File: config.mk
export PLATFORM = sky130hd
export DESIGN_NAME = mem_access_master_flat
export DESIGN_NICKNAME = d
export VERILOG_FILES = /design/src/rtl/mem_access_master_if.sv /design/src/rtl/mem_access_master.sv /design/src/flat_wrapper.sv
export SDC_FILE = /design/constraint.sdc
export NUM_CORES = 1
export LEC_CHECK = 0
export CAP_MARGIN = 20
export CORE_ASPECT_RATIO = 1.2
export CORE_MARGIN = 3
export CORE_UTILIZATION = 34
export CTS_CLUSTER_DIAMETER = 50
export DETAILED_ROUTE_END_ITERATION = 8
export MAX_ROUTING_LAYER = met4
export PLACE_DENSITY = 0.6
export SYNTH_ARGS = -nofsm -noshare
export SYNTH_HDL_FRONTEND = slang
export SYNTH_SLANG_ARGS = --single-unit
File: constraint.sdc
create_clock -name clk -period 4.7 [get_ports clk]
set_input_delay 0.94 -clock clk [delete_from_list [all_inputs] [get_ports clk]]
set_output_delay 0.94 -clock clk [all_outputs]
set_load 0.03 [all_outputs]
File: src/rtl/mem_access_master_if.sv
// Request/response and memory-system signals of the load/store sequencer.
// master is the sequencer's view; slave is the CPU + memory-system view.
interface mem_access_master_if;
  logic        req_valid_i;
  logic        req_ready_o;
  logic        req_write_i;
  logic [1:0]  req_size_i;
  logic        req_unsigned_i;
  logic [31:0] req_addr_i;
  logic [31:0] req_wdata_i;
  logic        rsp_valid_o;
  logic [31:0] rsp_rdata_o;
  logic        rsp_error_o;
  logic        mem_write_enable_o;
  logic [31:0] mem_write_data_o;
  logic [31:0] mem_address_o;
  logic [31:0] mem_read_data_i;

  modport master (
    input  req_valid_i, req_write_i, req_size_i, req_unsigned_i,
           req_addr_i, req_wdata_i, mem_read_data_i,
    output req_ready_o, rsp_valid_o, rsp_rdata_o, rsp_error_o,
           mem_write_enable_o, mem_write_data_o, mem_address_o
  );

  modport slave (
    output req_valid_i, req_write_i, req_size_i, req_unsigned_i,
           req_addr_i, req_wdata_i, mem_read_data_i,
    input  req_ready_o, rsp_valid_o, rsp_rdata_o, rsp_error_o,
           mem_write_enable_o, mem_write_data_o, mem_address_o
  );
endinterface

File: src/rtl/mem_access_master.sv
// Load/store sequencer: one request at a time, alignment and map checks,
// sub-word stores as read-modify-write, extended load data in a 1-cycle response.
module mem_access_master #(
  parameter logic [31:0] ROM_BASE  = 32'h0040_0000,
  parameter logic [31:0] RAM_BASE  = 32'h1001_0000,
  parameter int unsigned ROM_DEPTH = 64,
  parameter int unsigned RAM_DEPTH = 64
) (
  input  logic                    clk,
  input  logic                    reset,
  mem_access_master_if.master     bus,
  output logic [2:0]              dbg_state
);

  // Handshake: a request is taken on a rising clk edge where req_valid_i and
  // req_ready_o are both 1; req_ready_o is 1 only in IDLE, and rsp_valid_o
  // is a single-cycle pulse with no back-pressure from the requester.

  typedef enum logic [2:0] {
    IDLE     = 3'd0,
    READ     = 3'd1,
    RMW_READ = 3'd2,
    WRITE    = 3'd3,
    RESP     = 3'd4
  } state_t;

  localparam logic [1:0] SZ_BYTE = 2'b00;
  localparam logic [1:0] SZ_HALF = 2'b01;
  localparam logic [1:0] SZ_WORD = 2'b10;
  localparam logic [1:0] SZ_BAD  = 2'b11;

  // 33-bit bounds so a region ending at 2^32 cannot wrap to zero.
  localparam logic [32:0] ROM_LO = {1'b0, ROM_BASE};
  localparam logic [32:0] ROM_HI = ROM_LO + (33'(ROM_DEPTH) << 2);
  localparam logic [32:0] RAM_LO = {1'b0, RAM_BASE};
  localparam logic [32:0] RAM_HI = RAM_LO + (33'(RAM_DEPTH) << 2);

  state_t      state;
  state_t      state_next;

  logic        ready_c;
  logic        rsp_valid_c;
  logic        write_enable_c;

  logic [32:0] addr_ext;
  logic        in_rom;
  logic        in_ram;
  logic        req_error;

  logic [31:0] addr_q;
  logic [1:0]  lane_q;
  logic [1:0]  size_q;
  logic        uns_q;
  logic [31:0] wdata_q;
  logic [31:0] wr_word_q;
  logic [31:0] rdata_q;
  logic        error_q;

  function automatic logic [31:0] load_extend(input logic [31:0] word,
                                              input logic [1:0]  size,
                                              input logic [1:0]  lane,
                                              input logic        uns);
    logic [7:0]  b;
    logic [15:0] h;
    b = word[{lane, 3'b000} +: 8];
    h = word[{lane[1], 4'b0000} +: 16];
    case (size)
      SZ_BYTE: return uns ? {24'd0, b} : {{24{b[7]}}, b};
      SZ_HALF: return uns ? {16'd0, h} : {{16{h[15]}}, h};
      default: return word;
    endcase
  endfunction

  function automatic logic [31:0] merge_lane(input logic [31:0] old,
                                             input logic [31:0] wd,
                                             input logic [1:0]  size,
                                             input logic [1:0]  lane);
    logic [31:0] m;
    m = old;
    if (size == SZ_BYTE) m[{lane, 3'b000} +: 8] = wd[7:0];
    else                 m[{lane[1], 4'b0000} +: 16] = wd[15:0];
    return m;
  endfunction

  always_comb begin
    addr_ext  = {1'b0, bus.req_addr_i};
    in_rom    = (addr_ext >= ROM_LO) && (addr_ext < ROM_HI);
    in_ram    = (addr_ext >= RAM_LO) && (addr_ext < RAM_HI);
    req_error = (bus.req_size_i == SZ_BAD)
             || ((bus.req_size_i == SZ_HALF) && bus.req_addr_i[0])
             || ((bus.req_size_i == SZ_WORD) && (bus.req_addr_i[1:0] != 2'b00))
             || (!in_rom && !in_ram)
             || (bus.req_write_i && in_rom);
  end

  // State register: async reset aborts any transaction, dropping WE at once.
  always_ff @(posedge clk or negedge reset) begin
    if (!reset) state <= IDLE;
    else        state <= state_next;
  end

  always_comb begin
    state_next     = state;
    ready_c        = 1'b0;
    rsp_valid_c    = 1'b0;
    write_enable_c = 1'b0;
    case (state)
      IDLE: begin
        ready_c = 1'b1;
        if (bus.req_valid_i) begin
          if (req_error)                     state_next = RESP;
          else if (!bus.req_write_i)         state_next = READ;
          else if (bus.req_size_i == SZ_WORD) state_next = WRITE;
          else                               state_next = RMW_READ;
        end
      end
      READ:     state_next = RESP;
      RMW_READ: state_next = WRITE;
      WRITE: begin
        write_enable_c = 1'b1;
        state_next     = RESP;
      end
      RESP: begin
        rsp_valid_c = 1'b1;
        state_next  = IDLE;
      end
      default:  state_next = IDLE;
    endcase
  end

  // Datapath; response fields are only rewritten on the edge entering RESP,
  // so they hold between responses.
  always_ff @(posedge clk or negedge reset) begin
    if (!reset) begin
      addr_q    <= '0;
      lane_q    <= '0;
      size_q    <= '0;
      uns_q     <= 1'b0;
      wdata_q   <= '0;
      wr_word_q <= '0;
      rdata_q   <= '0;
      error_q   <= 1'b0;
    end else begin
      case (state)
        IDLE: begin
          if (bus.req_valid_i) begin
            addr_q  <= {bus.req_addr_i[31:2], 2'b00};
            lane_q  <= bus.req_addr_i[1:0];
            size_q  <= bus.req_size_i;
            uns_q   <= bus.req_unsigned_i;
            wdata_q <= bus.req_wdata_i;
            if (req_error) begin
              rdata_q <= '0;
              error_q <= 1'b1;
            end else if (bus.req_write_i && (bus.req_size_i == SZ_WORD)) begin
              wr_word_q <= bus.req_wdata_i;
            end
          end
        end
        READ: begin
          rdata_q <= load_extend(bus.mem_read_data_i, size_q, lane_q, uns_q);
          error_q <= 1'b0;
        end
        RMW_READ: wr_word_q <= merge_lane(bus.mem_read_data_i, wdata_q, size_q, lane_q);
        WRITE: begin
          rdata_q <= '0;
          error_q <= 1'b0;
        end
        default: ;
      endcase
    end
  end

  assign bus.req_ready_o        = ready_c;
  assign bus.rsp_valid_o        = rsp_valid_c;
  assign bus.rsp_rdata_o        = rdata_q;
  assign bus.rsp_error_o        = error_q;
  assign bus.mem_write_enable_o = write_enable_c;
  assign bus.mem_write_data_o   = wr_word_q;
  assign bus.mem_address_o      = addr_q;
  assign dbg_state              = state;

endmodule

File: src/flat_wrapper.sv
// flat-port wrapper written by rule: the top's interface ports become plain ports
module mem_access_master_flat 
#(
  parameter logic [31:0] ROM_BASE  = 32'h0040_0000,
  parameter logic [31:0] RAM_BASE  = 32'h1001_0000,
  parameter int unsigned ROM_DEPTH = 64,
  parameter int unsigned RAM_DEPTH = 64
)
  (clk, reset, dbg_state, bus_req_valid_i, bus_req_write_i, bus_req_size_i, bus_req_unsigned_i, bus_req_addr_i, bus_req_wdata_i, bus_mem_read_data_i, bus_req_ready_o, bus_rsp_valid_o, bus_rsp_rdata_o, bus_rsp_error_o, bus_mem_write_enable_o, bus_mem_write_data_o, bus_mem_address_o);
  mem_access_master_if bus_i ();
  input  logic clk;
  input  logic reset;
  output logic [2:0] dbg_state;
  input wire logic [$bits(bus_i.req_valid_i)-1:0] bus_req_valid_i;
  input wire logic [$bits(bus_i.req_write_i)-1:0] bus_req_write_i;
  input wire logic [$bits(bus_i.req_size_i)-1:0] bus_req_size_i;
  input wire logic [$bits(bus_i.req_unsigned_i)-1:0] bus_req_unsigned_i;
  input wire logic [$bits(bus_i.req_addr_i)-1:0] bus_req_addr_i;
  input wire logic [$bits(bus_i.req_wdata_i)-1:0] bus_req_wdata_i;
  input wire logic [$bits(bus_i.mem_read_data_i)-1:0] bus_mem_read_data_i;
  output wire logic [$bits(bus_i.req_ready_o)-1:0] bus_req_ready_o;
  output wire logic [$bits(bus_i.rsp_valid_o)-1:0] bus_rsp_valid_o;
  output wire logic [$bits(bus_i.rsp_rdata_o)-1:0] bus_rsp_rdata_o;
  output wire logic [$bits(bus_i.rsp_error_o)-1:0] bus_rsp_error_o;
  output wire logic [$bits(bus_i.mem_write_enable_o)-1:0] bus_mem_write_enable_o;
  output wire logic [$bits(bus_i.mem_write_data_o)-1:0] bus_mem_write_data_o;
  output wire logic [$bits(bus_i.mem_address_o)-1:0] bus_mem_address_o;
  assign bus_i.req_valid_i = bus_req_valid_i;
  assign bus_i.req_write_i = bus_req_write_i;
  assign bus_i.req_size_i = bus_req_size_i;
  assign bus_i.req_unsigned_i = bus_req_unsigned_i;
  assign bus_i.req_addr_i = bus_req_addr_i;
  assign bus_i.req_wdata_i = bus_req_wdata_i;
  assign bus_i.mem_read_data_i = bus_mem_read_data_i;
  assign bus_req_ready_o = bus_i.req_ready_o;
  assign bus_rsp_valid_o = bus_i.rsp_valid_o;
  assign bus_rsp_rdata_o = bus_i.rsp_rdata_o;
  assign bus_rsp_error_o = bus_i.rsp_error_o;
  assign bus_mem_write_enable_o = bus_i.mem_write_enable_o;
  assign bus_mem_write_data_o = bus_i.mem_write_data_o;
  assign bus_mem_address_o = bus_i.mem_address_o;
  mem_access_master #(.ROM_BASE(ROM_BASE), .RAM_BASE(RAM_BASE), .ROM_DEPTH(ROM_DEPTH), .RAM_DEPTH(RAM_DEPTH)) u_core (.clk(clk), .reset(reset), .bus(bus_i), .dbg_state(dbg_state));
endmodule
**Word-level counts from Yosys, hierarchy flattened**

Index checks and enable logic that the tools add are counted.

- Reductions and logical operators: 24
- Equality and inequality tests: 12
- $mul: 0
- Divide/modulo/power cells: 0
- Shift-type cells: 6
- Mux-type cells: 24
- Bitwise operators: 0
- Order comparisons: 4
- Add/sub/neg operators: 2

Operator list:

| operator | count |
|---|---|
| $mux 32 | 8 |
| $pmux 32 s2 | 2 |
| $pmux 32 s3 | 1 |
| $bwmux 32 | 2 |
| $ge 32x23->1 const B | 1 |
| $ge 32x29->1 const B | 1 |
| $lt 32x23->1 const B | 1 |
| $lt 32x29->1 const B | 1 |
| $shift 16x7->32 const A | 1 |
| $shift 8x7->32 const A | 1 |
| $shiftx 16x7->32 | 1 |
| $shiftx 32x6->16 | 1 |
| $shiftx 32x6->8 | 1 |
| $shiftx 8x7->32 | 1 |
| $neg 5->7 | 2 |
| $mux 3 | 3 |
| $pmux 3 s3 | 1 |
| $logic_and 1x1->1 | 7 |
| $eq 3x2->1 const B | 2 |
| $mux 1 | 6 |
| $reduce_and 3->1 | 2 |
| $reduce_bool 2->1 | 3 |
| $eq 2x1->1 const B | 2 |
| $eq 2x2->1 const B | 2 |
| other kinds (13) | 19 |

- Latch bits: 0
- Memory bits (writable): 0
- Memories: 0
- Register bits after elaboration: 119
- Output and inout port bits: 103
- Bits in read-only memories: 0
- Word-level logic and storage cells: 81
- Input port bits: 103

**Logic depth before layout (Yosys ltp)**

- Depth after elaboration: 9
- Depth in mapped cells: 10

**Least setup slack after synthesis**

OpenSTA, ideal clock, no wires.

- Kind: register -> output
- Start: register u_core.state[2], in the netlist u_core.dbg_state[2]
- End: output port bus_rsp_valid_o
- Buffers on the path: 1
- Slack: 2.152 ns
- Cell stages (with the launch flop): 3
- Data required time: 3.760 ns
- Arrival time: 1.608 ns
- Cells stage by stage: dfrtp_1 -> clkbuf_1 -> nor3b_1

- Word-level cells in the longest chain between the ends: 2

Ends and longest elaborated chain:

| item | RTL line | text |
|---|---|---|
| start, declared | mem_access_master.sv:38 | `state_t state;` |
| start signal, assigned | mem_access_master.sv:99 | `else state <= state_next;` |
| $eq 3x3->1 | mem_access_master.sv:107 | `case (state)` |
| $mux 1 | mem_access_master.sv:107 |  |
| end, declared | flat_wrapper.sv:22 | `output wire logic [$bits(bus_i.rsp_valid_o)-1:0] bus_rsp_valid_o;` |

No other way between the ends.

**Worst setup path in the final report**

- Start: register u_core.state[2], in the netlist u_core.dbg_state[2]
- End: output port bus_mem_write_enable_o

- Word-level cells in the longest chain between the ends: 2

Ends and longest elaborated chain:

| item | RTL line | text |
|---|---|---|
| $eq 3x2->1 | mem_access_master.sv:107 |  |
| $mux 1 | mem_access_master.sv:107 |  |
| end, declared | flat_wrapper.sv:25 | `output wire logic [$bits(bus_i.mem_write_enable_o)-1:0] bus_mem_write_enable_o;` |

No other way between the ends.

==> run metrics <==
Final period util=67.25%; Layout area overhead=45.42%; number of synthesized flops with an enable pin=0; Finished Layout Cells=slightly below 1000; LEAKAGE=about 3.8 nW; RSZ-0062 raised after global routing=false; Net Sw Frac=between 20 and 30%; Routed WL per cell=between 20 and 25 um; clock-pin slew on the worst setup and hold paths=0.06 ns; Worst R2R Start=u_core.lane_q[1]; Sinks on Clock Net=around 120; TNS Setup=0 ns; ys flop type=dfrtp_1; Hold Buf Count CTS=0; relative slew slack=37.58%; I/O pin cnt=206; FMAX=around 0.32 GHz; largest net degree at the start of global routing=58; WP buf/inv=1; CTS buffer count=17; Sw Pwr=around 880 uW; Post-Syn Instances=558; DR vias=5423; TritonCTS clock tree=yes; H-tree depth=4; register area share after synthesis=roughly half; Post-synth ARST share=100.0%; post-cts gate resize count=0; gp weighted congestion=~0.87; slowest cell delay on critical path=approximately 0.7 ns; max-cap violation count=0; #FFs+latches synth=between 100 and 150; placed insts=950; post-synthesis cell type count=48; fillers=between 1500 and 2000; Max FO, Critical Path=11; CP cell instances=nand2b_1, nor2_1, clkdlybuf4s50_1; Final Cell Area=8990 sq um; Final Net Count=860; FF-to-FF End=u_core.bus.mem_write_data_o[29]; Worst R2R Setup Slack=1.82 ns; total wire length=21710 um; CP Launch Type=register; PortBufs=roughly 200; peak supply drop=~250 uV; drt pass-1 iters=5; Layout Skew=a little under 0.009 ns; Final Slew Violations=0; Die W=~130 um; Placed Area=around 8300 sq um; Remaining Overflow, GRT=0; final critical-path required period=3.161 ns; Ys Warns=0; pwr dens=roughly 350 nW/um^2; Cell Area, Synth=approximately 6000 sq um; HP Class=register to register; starting density of the core=between 30% and 40%; Total GRT Usage=a little under a quarter; r2r worst-path depth=7; Slowest-stage cell, CP=clkdlybuf4s50_1; DRC=0; pre-CTS setup slack=1.369 ns; hold path startpoint=u_core.bus.rsp_rdata_o[31]; Cell Rows=53; Clock Tree Buf Depth=2; Root Driver=clkbuf_16; Routed Antenna Nets=0; Logic pwr share=between 20 and 25%; Post-CTS Setup Inserts=0; Data required, critical path=between 3 and 4 ns; worst skew pair latency=0.41 ns; vias in the first global route=around 5800; final worst setup slack=around 1.5 ns; worst hold stages=1; first-pass GRT wire length=~33000 um; Final setup viols=0; status=finished clean; Slew @ Worst Pin=0.9291 ns; part of the power in the clock network=43.1%; critical path class=register to output pin; crit end category=output pin; Worst Hold Endpoint=u_core.bus.rsp_rdata_o[31]; critical path arrival=~2.2 ns; Die Y=153.7 um; Mapped Avg Cell Area=approximately 11 sq um; CP top delay family=buffers and inverters; n_diodes=0; Vias/cell=approximately 5.5; Final Hold Vio Count=0; die area=between 15000 and 20000 sq um; antenna violations before repair=0; core area=around 18000 sq um; 1st-iter DRT viols=a little over 400; HPWL Detailed=about 16000 um; internal power=between 2 and 2.5 mW; Seq pwr share=36.7%; layout cells sized above 1=approximately 20%
[through the flow]
stage          util, %  power [mW]  hold slack [ns]
5_1_grt          50.77       3.311           0.5133
2_1_floorplan        -       1.519           0.4936
3_5_place_dp     47.00       1.821           0.4761
6_report         50.77       3.180           0.4941
3_3_place_gp     47.00       1.809           0.4809
4_1_cts          50.53       3.204           0.4978
[registers in the layout (all words and copies together), names as in the netlist]
name and cells:
u_core.bus.mem_write_data_o 32, u_core.bus.rsp_rdata_o 32, u_core.bus.mem_address_o 30, u_core.wdata_q 16
u_core.dbg_state 3, u_core.lane_q 2, u_core.size_q 2, u_core.bus.rsp_error_o 1
u_core.uns_q 1
[cells by family (layout without fill, tap and decap cells)]
family	count (synthesis)	count (layout)	share of synthesized area, %
flops	119	119	48.17
compound gates	159	159	17.57
buf+inv	51	256	4.371
fa+ha+maj	5	5	1.012
other cells	1	2	0.06066
mux	110	110	19.96
simple gates	113	113	8.865
[power by group through the flow]
stage	clock network (mW)	registers (mW)	logic, mW
6_report	1.37	1.17	0.641
5_1_grt	1.44	1.18	0.689
2_1_floorplan	0	1.23	0.293
3_3_place_gp	0	1.18	0.630
4_1_cts	1.40	1.17	0.641
3_5_place_dp	0	1.18	0.638
[Yosys cell counts, drive strengths merged, types with 2 or more instances]
cell       n  share of area [%]
a21oi     30                2.7
a221oi    34                4.8
a22oi      7               0.85
a31oi      2               0.20
a41o       2               0.32
buf       21                2.5
clkbuf    19                1.2
dfrtp    119                 48
ha         5                1.0
inv       10               0.61
mux2      96                 17
mux2i     13                2.1
nand2     43                2.6
nand2b     5               0.51
nor2      39                2.4
nor3       8               0.73
nor4       6               0.81
nor4b      2               0.63
o21a       2               0.24
o21ai     47                3.8
o22ai      8               0.81
o2bb2ai   24                3.4
[how the worst max path moves through the flow]
stage	slack [ns]	depth (start not counted)	end	from
2_1_floorplan	2.15	2	bus_rsp_valid_o	u_core.dbg_state[2]
3_3_place_gp	1.44	6	u_core.bus.rsp_rdata_o[15]	bus_req_addr_i[13]
3_5_place_dp	1.37	6	u_core.bus.rsp_rdata_o[20]	bus_req_addr_i[13]
4_1_cts	1.51	3	bus_mem_write_enable_o	u_core.dbg_state[2]
5_1_grt	1.40	3	bus_mem_write_enable_o	u_core.dbg_state[2]
6_report	1.54	3	bus_mem_write_enable_o	u_core.dbg_state[2]
[layout make-up]
cell class	count	area [sq um]	area share (%)
clock buffer	23	508.0	5.651
clock inverter	8	117.6	1.308
sequential	119	2978	33.12
tap	220	275.3	3.062
timing repair buffer	214	2132	23.72
multi-input combinational	389	2938	32.68
inverter	11	41.29	0.4593
[cell usage in the layout, fill, tap and decap left out, drive strengths merged, types with 2 or more instances in the layout]
cell / netlist / layout
mux2i: 13 / 13
nor3: 8 / 8
a22oi: 7 / 7
nor4b: 2 / 2
o21a: 2 / 2
bufinv: 0 / 3
buf: 21 / 12
o2bb2ai: 24 / 24
clkinv: 1 / 5
clkdlybuf4s50: 0 / 202
clkbuf: 19 / 23
nor4: 6 / 6
nand2: 43 / 43
ha: 5 / 5
dfrtp: 119 / 119
a21oi: 30 / 30
nor2: 39 / 39
o21ai: 47 / 47
a221oi: 34 / 34
conb: 1 / 2
a41o: 2 / 2
o22ai: 8 / 8
a31oi: 2 / 2
mux2: 96 / 96
nand2b: 5 / 5
inv: 10 / 10
[metal layers]
metal  vias to the layer above  global-route usage [%]  part of all wire [%]
li1                       2463                       -                     -
met1                      2706                   27.35                    40
met2                       226                   37.06                    51
met3                        28                   6.150                   7.2
met4                         0                   7.504                   2.2
met5                         -                       -                     0
[worst reg2reg max path, cell delays in order, from the launching register on]
cell      delay, ns
dfrtp_1        0.65
buf_4          0.45
ha_1           0.23
clkinv_1       0.22
nor4_2         0.63
a221oi_1       0.19
o21ai_0        0.26
mux2_2         0.19
(Power assumes the default switching activity.)
